File: src/rtl/imem_loader.sv
// Loads little-endian N-bit words from a byte stream into imem from address 0, stalling the CPU.
// One write cycle follows every N/8 accepted bytes; byte_ready is high only while receiving.
module imem_loader #(
  parameter int N  = 32,
  parameter int AW = 6
) (
  input  logic          clk,
  input  logic          reset_n,
  input  logic          start,
  input  logic [AW:0]   word_count,
  input  logic          abort,
  input  logic          byte_valid,
  input  logic [7:0]    byte_data,
  output logic          byte_ready,
  input  logic [AW-1:0] fetch_addr,
  output logic [AW-1:0] imem_addr,
  output logic          imem_we,
  output logic [N-1:0]  imem_wdata,
  output logic          cpu_stall,
  output logic          busy,
  output logic          done
);

  localparam int NB = N / 8;
  localparam int BW = (NB > 1) ? $clog2(NB) : 1;

  localparam logic [1:0] S_IDLE  = 2'd0;
  localparam logic [1:0] S_RECV  = 2'd1;
  localparam logic [1:0] S_WRITE = 2'd2;
  localparam logic [1:0] S_DONE  = 2'd3;

  logic [1:0]    state;
  logic [AW:0]   remaining;
  logic [AW-1:0] wptr;
  logic [BW-1:0] byte_idx;
  logic [N-1:0]  asm_word;
  logic [N-1:0]  wdata;
  logic [N-1:0]  merged;
  logic          xfer;
  logic          last_byte;

  assign xfer      = byte_valid && byte_ready;
  assign last_byte = (byte_idx == BW'(NB - 1));

  always_comb begin
    merged = asm_word;
    merged[8*int'(byte_idx) +: 8] = byte_data;
  end

  always_ff @(posedge clk or negedge reset_n) begin
    if (!reset_n) begin
      state     <= S_IDLE;
      remaining <= '0;
      wptr      <= '0;
      byte_idx  <= '0;
      asm_word  <= '0;
      wdata     <= '0;
    end else begin
      case (state)
        S_IDLE: begin
          if (start) begin
            remaining <= word_count;
            wptr      <= '0;
            byte_idx  <= '0;
            asm_word  <= '0;
            state     <= (word_count == '0) ? S_DONE : S_RECV;
          end
        end
        S_RECV: begin
          if (abort) begin
            byte_idx <= '0;
            state    <= S_IDLE;
          end else if (xfer) begin
            asm_word <= merged;
            if (last_byte) begin
              byte_idx <= '0;
              wdata    <= merged;
              state    <= S_WRITE;
            end else begin
              byte_idx <= byte_idx + BW'(1);
            end
          end
        end
        S_WRITE: begin
          if (abort) begin
            state <= S_IDLE;
          end else begin
            // Pointer wraps naturally; a full-depth load leaves it back at 0.
            wptr      <= wptr + AW'(1);
            remaining <= remaining - (AW+1)'(1);
            state     <= (remaining == (AW+1)'(1)) ? S_DONE : S_RECV;
          end
        end
        default: state <= S_IDLE;
      endcase
    end
  end

  assign byte_ready = (state == S_RECV);
  assign imem_we    = (state == S_WRITE) && !abort;
  assign imem_addr  = (state == S_IDLE) ? fetch_addr : wptr;
  assign imem_wdata = wdata;
  assign cpu_stall  = (state != S_IDLE);
  assign busy       = (state == S_RECV) || (state == S_WRITE);
  assign done       = (state == S_DONE);

endmodule

File: config.mk
export PLATFORM = sky130hd
export DESIGN_NAME = imem_loader
export DESIGN_NICKNAME = d
export VERILOG_FILES = /design/src/rtl/imem_loader.sv
export SDC_FILE = /design/constraint.sdc
export NUM_CORES = 1
export LEC_CHECK = 0
export ABC_AREA = 1
export BUFFER_PORTS_ARGS = -buffer_cell sky130_fd_sc_hd__buf_2
export CAP_MARGIN = 40
export CORE_MARGIN = 2
export CORE_UTILIZATION = 40
export CTS_CLUSTER_DIAMETER = 120
export DETAILED_ROUTE_END_ITERATION = 12
export SLEW_MARGIN = 20
export SYNTH_ARGS = -nofsm -noshare
export SYNTH_HDL_FRONTEND = slang
export SYNTH_SLANG_ARGS = --single-unit
File: constraint.sdc
create_clock -name clk -period 2.5 [get_ports clk]
set_input_delay 0.5 -clock clk [delete_from_list [all_inputs] [get_ports clk]]
set_output_delay 0.5 -clock clk [all_outputs]
set_load 0.01 [all_outputs]
# After elaboration in Yosys (flattened, before gate mapping)
# Cells that the tools add are included.
# word_totals
regBits,81
inputBits,26
out_inout_bits,43
wordCells,63
# op_classes
n_addsub,4
eq_ne,11
n_shift,2
n_mux,25
n_bitwise,1
reduce_logical,14
# ops
op,count
two-way mux 32 bit,3
case mux 32 bit (2 select lines),1
negator 5 -> 33 bit,1
"variable shift 8 x 33 -> 32 bit, first input constant",1
variable part select 8 x 33 -> 32 bit,1
bitwise mux 32 bit,1
two-way mux 2 bit,11
two-way mux 6 bit,3
two-way mux 7 bit,2
case mux 7 bit (2 select lines),1
case mux 6 bit (2 select lines),1
AND reduction 3 bit,3
AND reduction 4 bit,2
"equality test 7 x 1 -> 1 bit, second input constant",1
logical NOT 7 bit,1
"subtractor 7 x 1 -> 7 bit, second input constant",1
"adder 6 x 1 -> 6 bit, second input constant",1
"equality test 2 bit, second input constant",3
"!= test 2 bit, second input constant",3
"!= test 3 x 2 -> 1 bit, second input constant",2
case mux 2 bit (3 select lines),1
nonzero test 2 bit,3
case mux 2 bit (2 select lines),1
"adder 2 x 1 -> 2 bit, second input constant",1
7 further kinds,8

# Longest topological paths before layout
# Gate-level depths: netlist of the first run.
# depth
word_depth,6
depth_mapped,11
mapped_depth_nobuf,10

# Least setup slack after synthesis of the first run
# No wires, ideal clock.
# synth_timing
path_type,register to output
startpoint,register state[0]
endpoint,output imem_addr[0]
t_arrival_ps,1241
t_required_ps,2000
slack_ps,759
stages_incl_launch_ff,6
path_buffers,2
cell_sequence,dfrtp_1 > inv_1 > ha_1 > buf_6 > clkbuf_1 > o21ai_0
# synth_between
elab_chain_len,2
# synth_rtl
element,line,rtl
start: declaration,32,logic [1:0] state;
start signal: assignment,66,state <= (word_count == '0) ? S_DONE : S_RECV;
start signal: assignment,91,state <= (remaining == (AW+1)'(1)) ? S_DONE : S_RECV;
logical NOT 2 bit,101,assign imem_addr = (state == S_IDLE) ? fetch_addr : wptr;
two-way mux 6 bit,101,
end: declaration,16,"output logic [AW-1:0] imem_addr,"
# No other way between the ends.

# Worst setup path in the final report of the first run
# layout_timing
startpoint,register state[0]
endpoint,output imem_addr[2]
# The elaborated chain is that of the path after synthesis.

==> flow_results.org, run 1 <==
** Timing
- Transition time of the tightest slew-check pin :: 0.570 ns
- For the finished layout, the period the worst path requires is 2.28 ns.
- The number of max-slew violations in the final report was 0.
- The worst path uses 91.2% of the clock period.
- Fmax :: 438 MHz
- After routing, the total negative slack on setup checks comes to 0 ns.
- RSZ-0062 raised after global routing :: false
- On the final layout, the worst clock skew is 0.0104 ns.
- On the final layout, the worst hold slack is 0.0365 ns.
- The count of endpoints failing hold in the final timing report was 0.
- In this run the tightest slew margin relative to its limit is 61.9%.
- Final setup violation count :: 0

** Drt
- Detailed-router iteration count before antenna repair :: 4
- Drt first-iter violations :: 180
- In this run the remaining antenna-violating nets after routing total 0.
- Via density per instance :: 4.72
- Vias post-DR :: 3592
- Dividing the detail-routed wire length by the instance count gives 13.0 um.
- Wirelength, routed :: 9910 um
- In the routed design, unresolved DRC markers number 0.

** Logic synthesis
- After Yosys synthesis, XOR and XNOR cells account for 0% of the synthesized area.
- By area, the combinational part of the netlist is dominated by simple AND/OR/NAND/NOR gates.
- Fraction of the mapped netlist area in simple logic gates :: 32.0%
- Synthesis produced a netlist whose cell count is 555.
- Synthesis produced a netlist with a net count of 594.
- Fraction of the mapped netlist area in compound gates :: 7.71%
- Post-synth cell types :: 28
- The cell area that synthesis handed to floorplanning was 4140 um2.
- Synth warnings :: 0
- The synthesized design contains 81 register bits.
- Post-synthesis mux area share :: 0%
- Mapped Avg Cell Area :: 7.46 um2
- Sequential share of the synthesized area :: 49.0%
- Post-synthesis share of cell area spent on full adders, half adders and majority gates :: 3.93%

** Final layout
- Antenna Cells :: 0
- Most frequent cells in the layout :: 288 x sky130_fd_sc_hd__nand2_1, 81 x sky130_fd_sc_hd__dfrtp_1, 67 x sky130_fd_sc_hd__buf_2
- Relative to the synthesized area, the layout overhead comes to 15.0%.
- Final net count :: 659
- Layout filler cell count :: 1083
- In the final layout, flip-flops and latches occupy 2030 um2.
- In the final layout, the multi-input gates occupy 1800 um2.
- Fraction of layout instances using a drive strength above 1 :: 16.5%
- The library cell used most frequently in the layout, excluding fill and tap cells, is sky130_fd_sc_hd__nand2_1.
- The count of cells in the finished layout, fillers not included, comes to 761.

** Floorplan
- The floorplan step defined a die boundary enclosing 11200 um2.
- Horizontal die dimension :: 106 um
- The total area inside the core boundary comes to 10200 um2.
- The die is 106 um tall.
- Initial Utilization :: 40.6%
- 69 I/O pins were placed.
- Number of placement rows :: 37

** Global routing
- Initial antenna violation count :: 0
- Via count of the first global-routing pass :: 3392
- Remaining Overflow, GRT :: 0
- Global-route wire length before repair :: 16700 um
- Pin count of the biggest net entering global routing :: 62
- Total track usage :: 18.9%

** Setup path
- At the worst endpoint, the arrival time is 1.78 ns.
- The critical path is of the reg -> out type.
- The largest single stage delay on the critical path is 0.42 ns.
- List of cells traversed by the critical path :: inv_1, ha_1, buf_4, inv_1, nand2_1, nand2_1, buf_2
- CP startpoint kind :: flop
- Cell type of the slowest stage on the worst timing path :: sky130_fd_sc_hd__dfrtp_1
- Of all nets on the critical path, the largest fanout is 12.
- Required @ worst endpoint :: 2.00 ns
- The worst setup path is captured at a primary output.
- The number of cells on the worst reg-to-reg path is 9.

** Worst hold path
- Hold Crit Class :: in -> async

** Run status
- The flow ran to the end, and the final reports show no timing, DRC or antenna violations.

** Power and ir drop
- Logic pwr share :: 39.7%
- Power spread over the standard cell area amounts to 842 nW/um2.
- Switching share of power :: 42.2%
- For this design the static power due to leakage is 2.66 nW.
- Clk pwr share :: 20.7%
- Sequential cells account for 39.7% of the total power.
- The analysis attributes to net switching a power of 0.00169 W.
- Internal power comes to 0.00232 W.
- Across the VDD grid, the largest voltage drop is 585 uV.

** Clocking
- Number of sinks on the clock net :: 81
- After clock tree synthesis, the setup repair step added 0 buffers.
- TritonCTS clock tree :: built
- The H-tree was split into 3 levels.
- The clock passes through at most 2 buffers.
- Total CTS buffers :: 9
- CTS clk-pin slew, worst paths :: 0.09 ns
- Cell at the root of the clock tree :: sky130_fd_sc_hd__clkbuf_8
- # hold bufs at CTS :: 0
- For the worst-skew pair, the clock arrives at the later sink with an insertion delay of 0.35 ns.
- The number of gates resized after CTS was 0.

** Placement
- Placed cell count :: 745
- Routability-driven placement finished with a final weighted congestion of 0.817.
- Estimated wirelength of the detail-placed design :: 6890 um
- During placement, the flow inserted port buffers numbering 68.

** Flow run
- Across the run, the number of max-cap violations was 0.
[registers in the layout (all words and copies together) (netlist names)]
register / cells
asm_word: 32
imem_wdata: 32
remaining: 7
wptr: 6
byte_idx: 2
state: 2
[per-stage QoR]
stage	power [W]	instance area (um2)	worst slack, ns	utilization, %
3_3_place_gp	0.00316	4600	0.422	45.1
3_5_place_dp	0.00320	4600	0.325	45.1
2_1_floorplan	0.00275	4140	0.759	-
6_report	0.00401	4760	0.219	46.7
5_1_grt	0.00434	4760	0.000698	46.7
4_1_cts	0.00404	4760	0.174	46.7
[path summary, 6_finish.rpt]
check                                                start                          to  slack, ns
worst min register to register  imem_wdata[22]$_DFFE_PN0P_  imem_wdata[22]$_DFFE_PN0P_       0.48
worst min-delay path                               reset_n         wptr[0]$_DFFE_PN0P_       0.04
min in group clk                imem_wdata[22]$_DFFE_PN0P_  imem_wdata[22]$_DFFE_PN0P_       0.48
worst max-delay path                  state[0]$_DFFE_PN0P_                imem_addr[2]       0.22
max in group asynchronous                          reset_n  imem_wdata[29]$_DFFE_PN0P_       1.85
worst max register to register        state[0]$_DFFE_PN0P_    remaining[3]$_DFFE_PN0P_       0.31
[worst max-delay path, delay by kind of cell (launching register included)]
family        cells  cell delay [ns]
simple gates      2             0.10
flops             1             0.42
fa+ha+maj         1             0.39
buf+inv           4             0.53
[power groups by stage]
stage | logic (W) | registers [W] | clock network (W)
floorplan | 0.00116 | 0.00159 | 0
global placement | 0.00155 | 0.00161 | 0
detailed placement | 0.00159 | 0.00161 | 0
CTS | 0.00160 | 0.00159 | 0.000857
global route | 0.00180 | 0.00162 | 0.000924
finish | 0.00159 | 0.00159 | 0.000829
[Yosys cell counts (all sizes together)]
master | n | area [um2]
dfrtp | 81 | 2030
buf | 16 | 114
and2 | 2 | 12.5
nor2 | 20 | 87.6
or2 | 1 | 6.26
inv | 43 | 164
ha | 13 | 163
nand4 | 4 | 25.0
nand3 | 15 | 75.1
o22ai | 16 | 100
clkbuf | 5 | 18.8
nand2 | 292 | 1110
o21ai | 41 | 209
nor3 | 1 | 5.00
a21oi | 2 | 10.0
clkinv | 3 | 11.3
[cell type report]
type,count,share of cell area (%)
sequential,81,42.6
inverter,46,3.68
clock inverter,6,0.736
tap,136,3.58
timing repair buffer,75,8.83
multi-input combinational,407,37.9
clock buffer,10,2.68
[layer usage]
layer  GRT usage [%]  vias to the layer above  wire, um
li1                -                     1854         -
met1            27.9                     1651      4820
met2            27.6                       79      4500
met3            3.03                        8       457
met4            7.61                        0       131
met5               0                        -         0
[logic make-up (layout without fill, tap and decap cells)]
logic type               after synthesis  count (layout)
buffers and inverters                 67             137
adder cells (fa/ha/maj)               13              13
AND/OR/NAND/NOR                      335             335
flip-flops                            81              81
AO/OA/AOI/OAI                         59              59
(Power assumes the default switching activity.)
==> run 2: changes to the inputs <==
Settings changed: CORE_ASPECT_RATIO from default to 1.2.
==> run 2 against run 1 <==
Net effect:
- count of clock-buffer cells in the layout grew 2
- utilization grew 1.5 points
- worst setup slack gained 0.092 ns
- via count grew 1.8%
- hold slack gained 0.020 ns
- sequential power is essentially flat
- clock skew shrank 0.0014 ns
- die area is essentially flat
- global-route usage grew 0.22 points
- final cell count shrank 1.4%
- sequential share of layout area shrank 0.77 points
- maximum frequency grew 4.2%
- critical path type unchanged
- largest power group unchanged
==> flow_results.org, run 2 (synthesis gave the netlist of run 1 again) <==
** Setup path
- The worst path arrival time is 1.69 ns (was 1.78 ns).
- The data required time at the worst endpoint came to 2.00 ns (about the same).
- The kind of launch point of the worst setup path is a flop (unchanged).
- Path type of the worst setup path :: reg -> out (unchanged)
- The start of the worst register-to-register path was state[0]$_DFFE_PN0P_ (unchanged).
- Critical path origin :: state[1]$_DFFE_PN0P_ (was state[0]$_DFFE_PN0P_)
- The worst-path maximum fanout was 13 (was 12).
- The nature of the critical path endpoint is a primary output (unchanged).

** Clocking
- # hold bufs at CTS :: 0 (unchanged)
- Cell at the root of the clock tree :: sky130_fd_sc_hd__clkbuf_16 (was sky130_fd_sc_hd__clkbuf_8)
- The setup fix buffers added after clock tree synthesis is 0 (unchanged).
- Insertion delay to the later sink of the worst-skew pair :: 0.35 ns (about the same)
- The clock slew at the register clock pins of the worst setup and hold paths was 0.06 ns (was 0.09 ns).
- The post-CTS resize count was 0 (unchanged).
- The clock sink total came to 81 (unchanged).
- Buffer depth of the longest clock path :: 2 (unchanged)
- The level count of the clock H-tree was 3 (unchanged).
- Total CTS buffers :: 9 (unchanged)
- The CTS tree was built (unchanged).

** Global routing
- Total track usage :: 19.1% (was 18.9%)
- The met1 routing resource usage after global routing came to 24.5% (was 27.9%).
- Met2 Use GR :: 32.2% (was 27.6%)
- Remaining Overflow, GRT :: 0 (unchanged)
- Initial antenna violation count :: 0 (unchanged)
- The wire length of the first global-routing pass is 17000 um (was 16700 um).
- Met3 Use GR :: 3.44% (was 3.03%)
- The pin count of the biggest net entering global routing is 59 (was 62).
- The busiest layer in global routing is met2 (was met1).
- The via count of the first global-routing pass is 3519 (was 3392).

** Drt
- The number of remaining DRC errors came to 0 (unchanged).
- The total iterations of the first detailed-routing run was 4 (unchanged).
- The detail-routed net length per standard cell came to 13.4 um (was 13.0 um).
- The total routed wirelength came to 10100 um (was 9910 um).
- Via density per instance :: 4.87 (was 4.72)
- Vias post-DR :: 3655 (was 3592)
- The number of DRC violations after detailed-routing iteration 0 was 183 (was 180).
- The residual antenna-violating net count after detailed routing is 0 (unchanged).

** Floorplan
- The top-level I/O count was 69 (unchanged).
- Die Area :: 11200 um2 (about the same)
- The effective utilization at floorplan was 41.1% (was 40.6%).
- Height of the chip :: 115 um (was 106 um)
- The placeable core area is 10100 um2 (was 10200 um2).
- The number of cell rows is 40 (was 37).
- The horizontal die dimension came to 96.9 um (was 106 um).

** Final layout
- Most frequent cells in the layout: 288 x sky130_fd_sc_hd__nand2_1, 81 x sky130_fd_sc_hd__dfrtp_1, 67 x sky130_fd_sc_hd__buf_2 (unchanged).
- The area of all sequential standard cells came to 2030 um2 (unchanged).
- Fraction of layout instances using a drive strength above 1 :: 16.3% (was 16.5%)
- The area occupied by multi-input gates is 1800 um2 (unchanged).
- The summed area of non-filler cells in the final layout came to 4850 um2 (was 4760 um2).
- The final-layout fill cell count was 1018 (was 1083).
- Antenna Cells :: 0 (unchanged)
- The commonest non-fill, non-tap cell in the layout is sky130_fd_sc_hd__nand2_1 (unchanged).
- The post-route core utilization was 48.2% (was 46.7%).
- Area overhead of the layout relative to synthesis :: 17.1% (was 15.0%)
- The number of nets at the end of the flow came to 658 (was 659).

** Placement
- Post-Place Worst Slack :: 0.350 ns (was 0.325 ns)
- The placer congestion estimate came to 0.847 (was 0.817).
- Count of buffers inserted at the top-level ports :: 68 (unchanged)
- Instance area at placement :: 4560 um2 (was 4600 um2)
- The detailed placement HPWL is 7080 um (was 6890 um).

** Timing
- The number of max-slew violations in the final report is 0 (unchanged).
- The relative slew slack was 56.3% (was 61.9%).
- The post-route clock period utilization was 87.6% (was 91.2%).
- The setup TNS after final layout came to 0 ns (unchanged).
- The clock tree skew after final layout came to 0.00896 ns (was 0.0104 ns).
- RSZ-0062 raised after global routing :: false (unchanged)
- Transition time of the tightest slew-check pin :: 0.653 ns (was 0.570 ns)
- Fmax :: 457 MHz (was 438 MHz)
- The setup slack after layout is 0.311 ns (was 0.219 ns).
- Final hold viol count :: 0 (unchanged)
- Final setup violation count :: 0 (unchanged)
- Shortest clock period the worst path allows after layout :: 2.19 ns (was 2.28 ns)

** Power and ir drop
- Pwr/cell area :: 904 nW/um2 (was 842 nW/um2)
- Max IR drop VDD :: 490 uV (was 585 uV)
- Pleak :: 2.71 nW (was 2.66 nW)

** Worst hold path
- The class of the worst hold path was in -> async (unchanged).

** Flow run
- Number of max-cap violations :: 0 (unchanged)

** Run status
- Outcome: finished, final reports clean (unchanged).
[run 2: layer usage]
metal | vias up | share of wire [%]
met5 | - | 0
met4 | 0 | 2.0
met3 | 12 | 3.0
met2 | 70 | 50
met1 | 1721 | 45
li1 | 1852 | -
[run 2: final cells by class]
type,instances,share of cell area (%)
clock buffer,12,5.29
tap,126,3.25
clock inverter,4,0.542
timing repair buffer,74,8.26
multi-input combinational,407,37.2
inverter,46,3.61
sequential,81,41.8
[run 2: worst max-delay path, cell delays in order (launching register included)]
cell                      delay, ns
sky130_fd_sc_hd__dfrtp_1       0.41
sky130_fd_sc_hd__inv_1         0.10
sky130_fd_sc_hd__ha_1          0.32
sky130_fd_sc_hd__buf_4         0.23
sky130_fd_sc_hd__inv_1         0.06
sky130_fd_sc_hd__nand2_1       0.05
sky130_fd_sc_hd__nand2_1       0.04
sky130_fd_sc_hd__buf_2         0.13
[run 2: per-stage QoR]
stage | hold slack [ns] | instances | power [W]
2_1_floorplan | 0.204 | 555 | 0.00275
3_3_place_gp | 0.428 | 734 | 0.00311
3_5_place_dp | 0.432 | 734 | 0.00315
4_1_cts | 0.0625 | 750 | 0.00442
5_1_grt | 0.0759 | 750 | 0.00470
6_report | 0.0568 | 750 | 0.00438
[run 2: report_power, final]
part	switching (W)	internal [W]	leakage (nW)	total (W)
registers	0.000126	0.00147	1.11	0.00160
logic	0.00109	0.000440	1.46	0.00153
clock network	0.000532	0.000727	0.139	0.00126
total	0.00174	0.00264	2.71	0.00438
[run 2: path summary, 6_finish.rpt]
check,slack (ns),cells after the start,end
worst min register to register,0.47,2,imem_wdata[15]$_DFFE_PN0P_
worst max-delay path,0.31,7,imem_addr[2]
worst min-delay path,0.06,1,imem_wdata[18]$_DFFE_PN0P_
max in group asynchronous,1.84,2,imem_wdata[28]$_DFFE_PN0P_
min in group clk,0.47,2,imem_wdata[15]$_DFFE_PN0P_
worst max register to register,0.34,9,remaining[3]$_DFFE_PN0P_
==> run 3: changes to the inputs <==
Settings changed: BUFFER_PORTS_ARGS -buffer_cell sky130_fd_sc_hd__buf_2 to -buffer_cell sky130_fd_sc_hd__buf_4.
==> run 3 against run 2 <==
Net effect:
- power increased by 1.9%
- non-clock buffer count increased by 1
- register-to-register slack about the same
- final area increased by 3.6%
==> flow_results.org, run 3 (synthesis gave the netlist of run 1 again) <==
** Power and ir drop
- Pwr/cell area :: 889 nW/um2 (was 904 nW/um2)
- The clock share of power is 27.4% (was 28.7%).
- The sequential share of power is 35.7% (was 36.5%).
- Switching share of power :: 38.9% (was 39.8%)
- Net switching power :: 0.00174 W (about the same)
- Pleak :: 2.73 nW (was 2.71 nW)
- The proportion of power drawn by combinational gates was 36.9% (was 34.8%).
- The worst vdd rail ir drop came to 458 uV (was 490 uV).
- Cell-internal power :: 0.00273 W (was 0.00264 W)

** Final layout
- Final cell count without fillers :: 751 (was 750)
- Final net count :: 659 (was 658)
- The final antenna diode count came to 0 (unchanged).
- Most frequent cells in the layout :: 288 x sky130_fd_sc_hd__nand2_1, 81 x sky130_fd_sc_hd__dfrtp_1, 73 x sky130_fd_sc_hd__buf_4 (was 288 x sky130_fd_sc_hd__nand2_1, 81 x sky130_fd_sc_hd__dfrtp_1, 67 x sky130_fd_sc_hd__buf_2)
- Most common cell after layout, fill and taps aside :: sky130_fd_sc_hd__nand2_1 (unchanged)
- Area overhead of the layout relative to synthesis :: 21.3% (was 17.1%)
- The final-layout fill cell count came to 1002 (was 1018).
- The share of cells above drive strength 1 came to 16.0% (was 16.3%).

** Flow run
- Number of max-cap violations :: 0 (unchanged)

** Placement
- Estimated wirelength of the detail-placed design :: 7120 um (was 7080 um)
- Count of buffers inserted at the top-level ports :: 68 (unchanged)
- Placed cell count :: 735 (was 734)
- Placer Congestion :: 0.857 (was 0.847)

** Global routing
- The met2 track utilization from global routing was 31.9% (was 32.2%).
- Global-route wire length before repair :: 17200 um (was 17000 um)
- The met3 global-route usage is 3.68% (was 3.44%).
- Initial antenna violation count :: 0 (unchanged)
- The via count of the first global-routing pass was 3536 (was 3519).
- Pin count of the biggest net entering global routing :: 82 (was 59)
- The busiest layer in global routing is met2 (unchanged).
- Remaining Overflow, GRT :: 0 (unchanged)
- The met1 routing resource usage after global routing was 25.4% (was 24.5%).
- The overall global routing resource usage is 19.1% (about the same).

** Floorplan
- The die area is 11200 um2 (unchanged).
- Core area :: 10100 um2 (unchanged)
- Horizontal die dimension :: 96.9 um (unchanged)
- The effective utilization at floorplan was 41.1% (unchanged).
- Ports :: 69 (unchanged)
- Height of the chip :: 115 um (unchanged)
- The number of cell rows came to 40 (unchanged).

** Drt
- The residual antenna-violating net count after detailed routing came to 0 (unchanged).
- Wirelength, routed :: 10200 um (was 10100 um)
- The number of remaining DRC errors is 0 (unchanged).
- WL per Instance :: 13.5 um (was 13.4 um)
- The overall via count from detail_route is 3635 (was 3655).
- Detailed-router iteration count before antenna repair :: 4 (unchanged)
- Drt first-iter violations :: 169 (was 183)
- The via density per instance was 4.84 (was 4.87).

** Timing
- The transition at the pin with the smallest max-transition slack came to 0.555 ns (was 0.653 ns).
- Sum Neg Setup Slack :: 0 ns (unchanged)
- The clock tree skew after final layout is 0.00785 ns (was 0.00896 ns).
- Final hold viol count :: 0 (unchanged)
- The number of max-slew violations in the final report is 0 (unchanged).
- Fmax :: 455 MHz (was 457 MHz)
- RSZ-0062 raised after global routing: false (unchanged).
- Headroom to the max-slew limit :: 62.9% (was 56.3%)
- Shortest clock period the worst path allows after layout :: 2.20 ns (was 2.19 ns)
- Final critical-path share of the clock period :: 87.9% (was 87.6%)
- Final setup violation count :: 0 (unchanged)

** Clocking
- Buffer depth of the longest clock path :: 2 (unchanged)
- The CTS tree is built (unchanged).
- Number of sinks on the clock net :: 81 (unchanged)
- The total clock buffers created by CTS was 9 (unchanged).
- The post-CTS resize count was 0 (unchanged).
- Cell at the root of the clock tree :: sky130_fd_sc_hd__clkbuf_16 (unchanged)
- The clock slew at the register clock pins of the worst setup and hold paths came to 0.06 ns (about the same).
- # hold bufs at CTS :: 0 (unchanged)
- Buffers inserted by post-CTS timing repair :: 0 (unchanged)
- The level count of the clock H-tree was 3 (unchanged).
- Insertion delay to the later sink of the worst-skew pair :: 0.34 ns (was 0.35 ns)

** Setup path
- Critical path origin :: state[0]$_DFFE_PN0P_ (was state[1]$_DFFE_PN0P_)
- The kind of launch point of the worst setup path is a flop (unchanged).
- Data arrival time of the critical path :: 1.70 ns (was 1.69 ns)
- Maximum fanout along the worst path :: 13 (unchanged)
- Sort of element at the end of the critical path :: primary output (unchanged)
- The type of the worst setup path was reg -> out (unchanged).
- The capture instance of the worst register-to-register path is remaining[3]$_DFFE_PN0P_ (unchanged).
- Minimum setup slack among reg-to-reg paths :: 0.35 ns (was 0.34 ns)
- Depth of the worst register-to-register path :: 9 (unchanged)
- Required @ worst endpoint :: 2.00 ns (about the same)
- The last element of the critical path is imem_addr[2] (unchanged).
- Worst r2r src :: state[0]$_DFFE_PN0P_ (unchanged)

** Run status
- Outcome :: finished, final reports clean (unchanged)

** Worst hold path
- The class of the worst hold path is in -> async (unchanged).
run 3: worst min path at each step:
stage                                      end  slack [ns]
floorplan              asm_word[0]$_DFFE_PN0P_        0.20
global placement      asm_word[31]$_DFFE_PN0P_        0.46
detailed placement    asm_word[16]$_DFFE_PN0P_        0.46
CTS                 imem_wdata[17]$_DFFE_PN0P_        0.20
global route        imem_wdata[21]$_DFFE_PN0P_        0.22
finish              imem_wdata[21]$_DFFE_PN0P_        0.17
run 3: layer usage:
layer  routed length [um]  vias to the layer above
met5                    0                        -
met4                  123                        0
met3                  384                       10
met2                 4990                       74
met1                 4680                     1696
li1                     -                     1855
run 3: layout make-up:
class,instances,area [um2],share of cell area (%)
clock buffer,14,254,5.06
clock inverter,2,13.8,0.274
inverter,46,175,3.49
sequential,81,2030,40.4
timing repair buffer,75,588,11.7
tap,126,158,3.14
multi-input combinational,407,1800,35.9
run 3: power by group through the flow:
stage / Clock, W / Sequential (W) / Combinational (W)
floorplan: 0 / 0.00159 / 0.00116
global placement: 0 / 0.00161 / 0.00163
detailed placement: 0 / 0.00161 / 0.00166
CTS: 0.00124 / 0.00159 / 0.00167
global route: 0.00129 / 0.00162 / 0.00187
finish: 0.00122 / 0.00159 / 0.00165
run 3: worst max-delay path, cell delays in order (launching register included):
cell and delay (ns):
sky130_fd_sc_hd__dfrtp_1 0.41, sky130_fd_sc_hd__inv_1 0.09, sky130_fd_sc_hd__ha_1 0.32, sky130_fd_sc_hd__buf_4 0.23
sky130_fd_sc_hd__inv_1 0.07, sky130_fd_sc_hd__nand2_1 0.05, sky130_fd_sc_hd__nand2_1 0.05, sky130_fd_sc_hd__buf_4 0.14
run 3: through the flow:
stage | area (um2) | hold slack (ns) | total power (W) | setup slack (ns) | util (%)
2_1_floorplan | 4140 | 0.204 | 0.00275 | 0.759 | -
3_3_place_gp | 4750 | 0.461 | 0.00324 | 0.452 | 47.2
3_5_place_dp | 4750 | 0.465 | 0.00327 | 0.349 | 47.2
4_1_cts | 5020 | 0.204 | 0.00450 | 0.277 | 49.9
5_1_grt | 5020 | 0.221 | 0.00478 | 0.127 | 49.9
6_report | 5020 | 0.174 | 0.00447 | 0.303 | 49.9
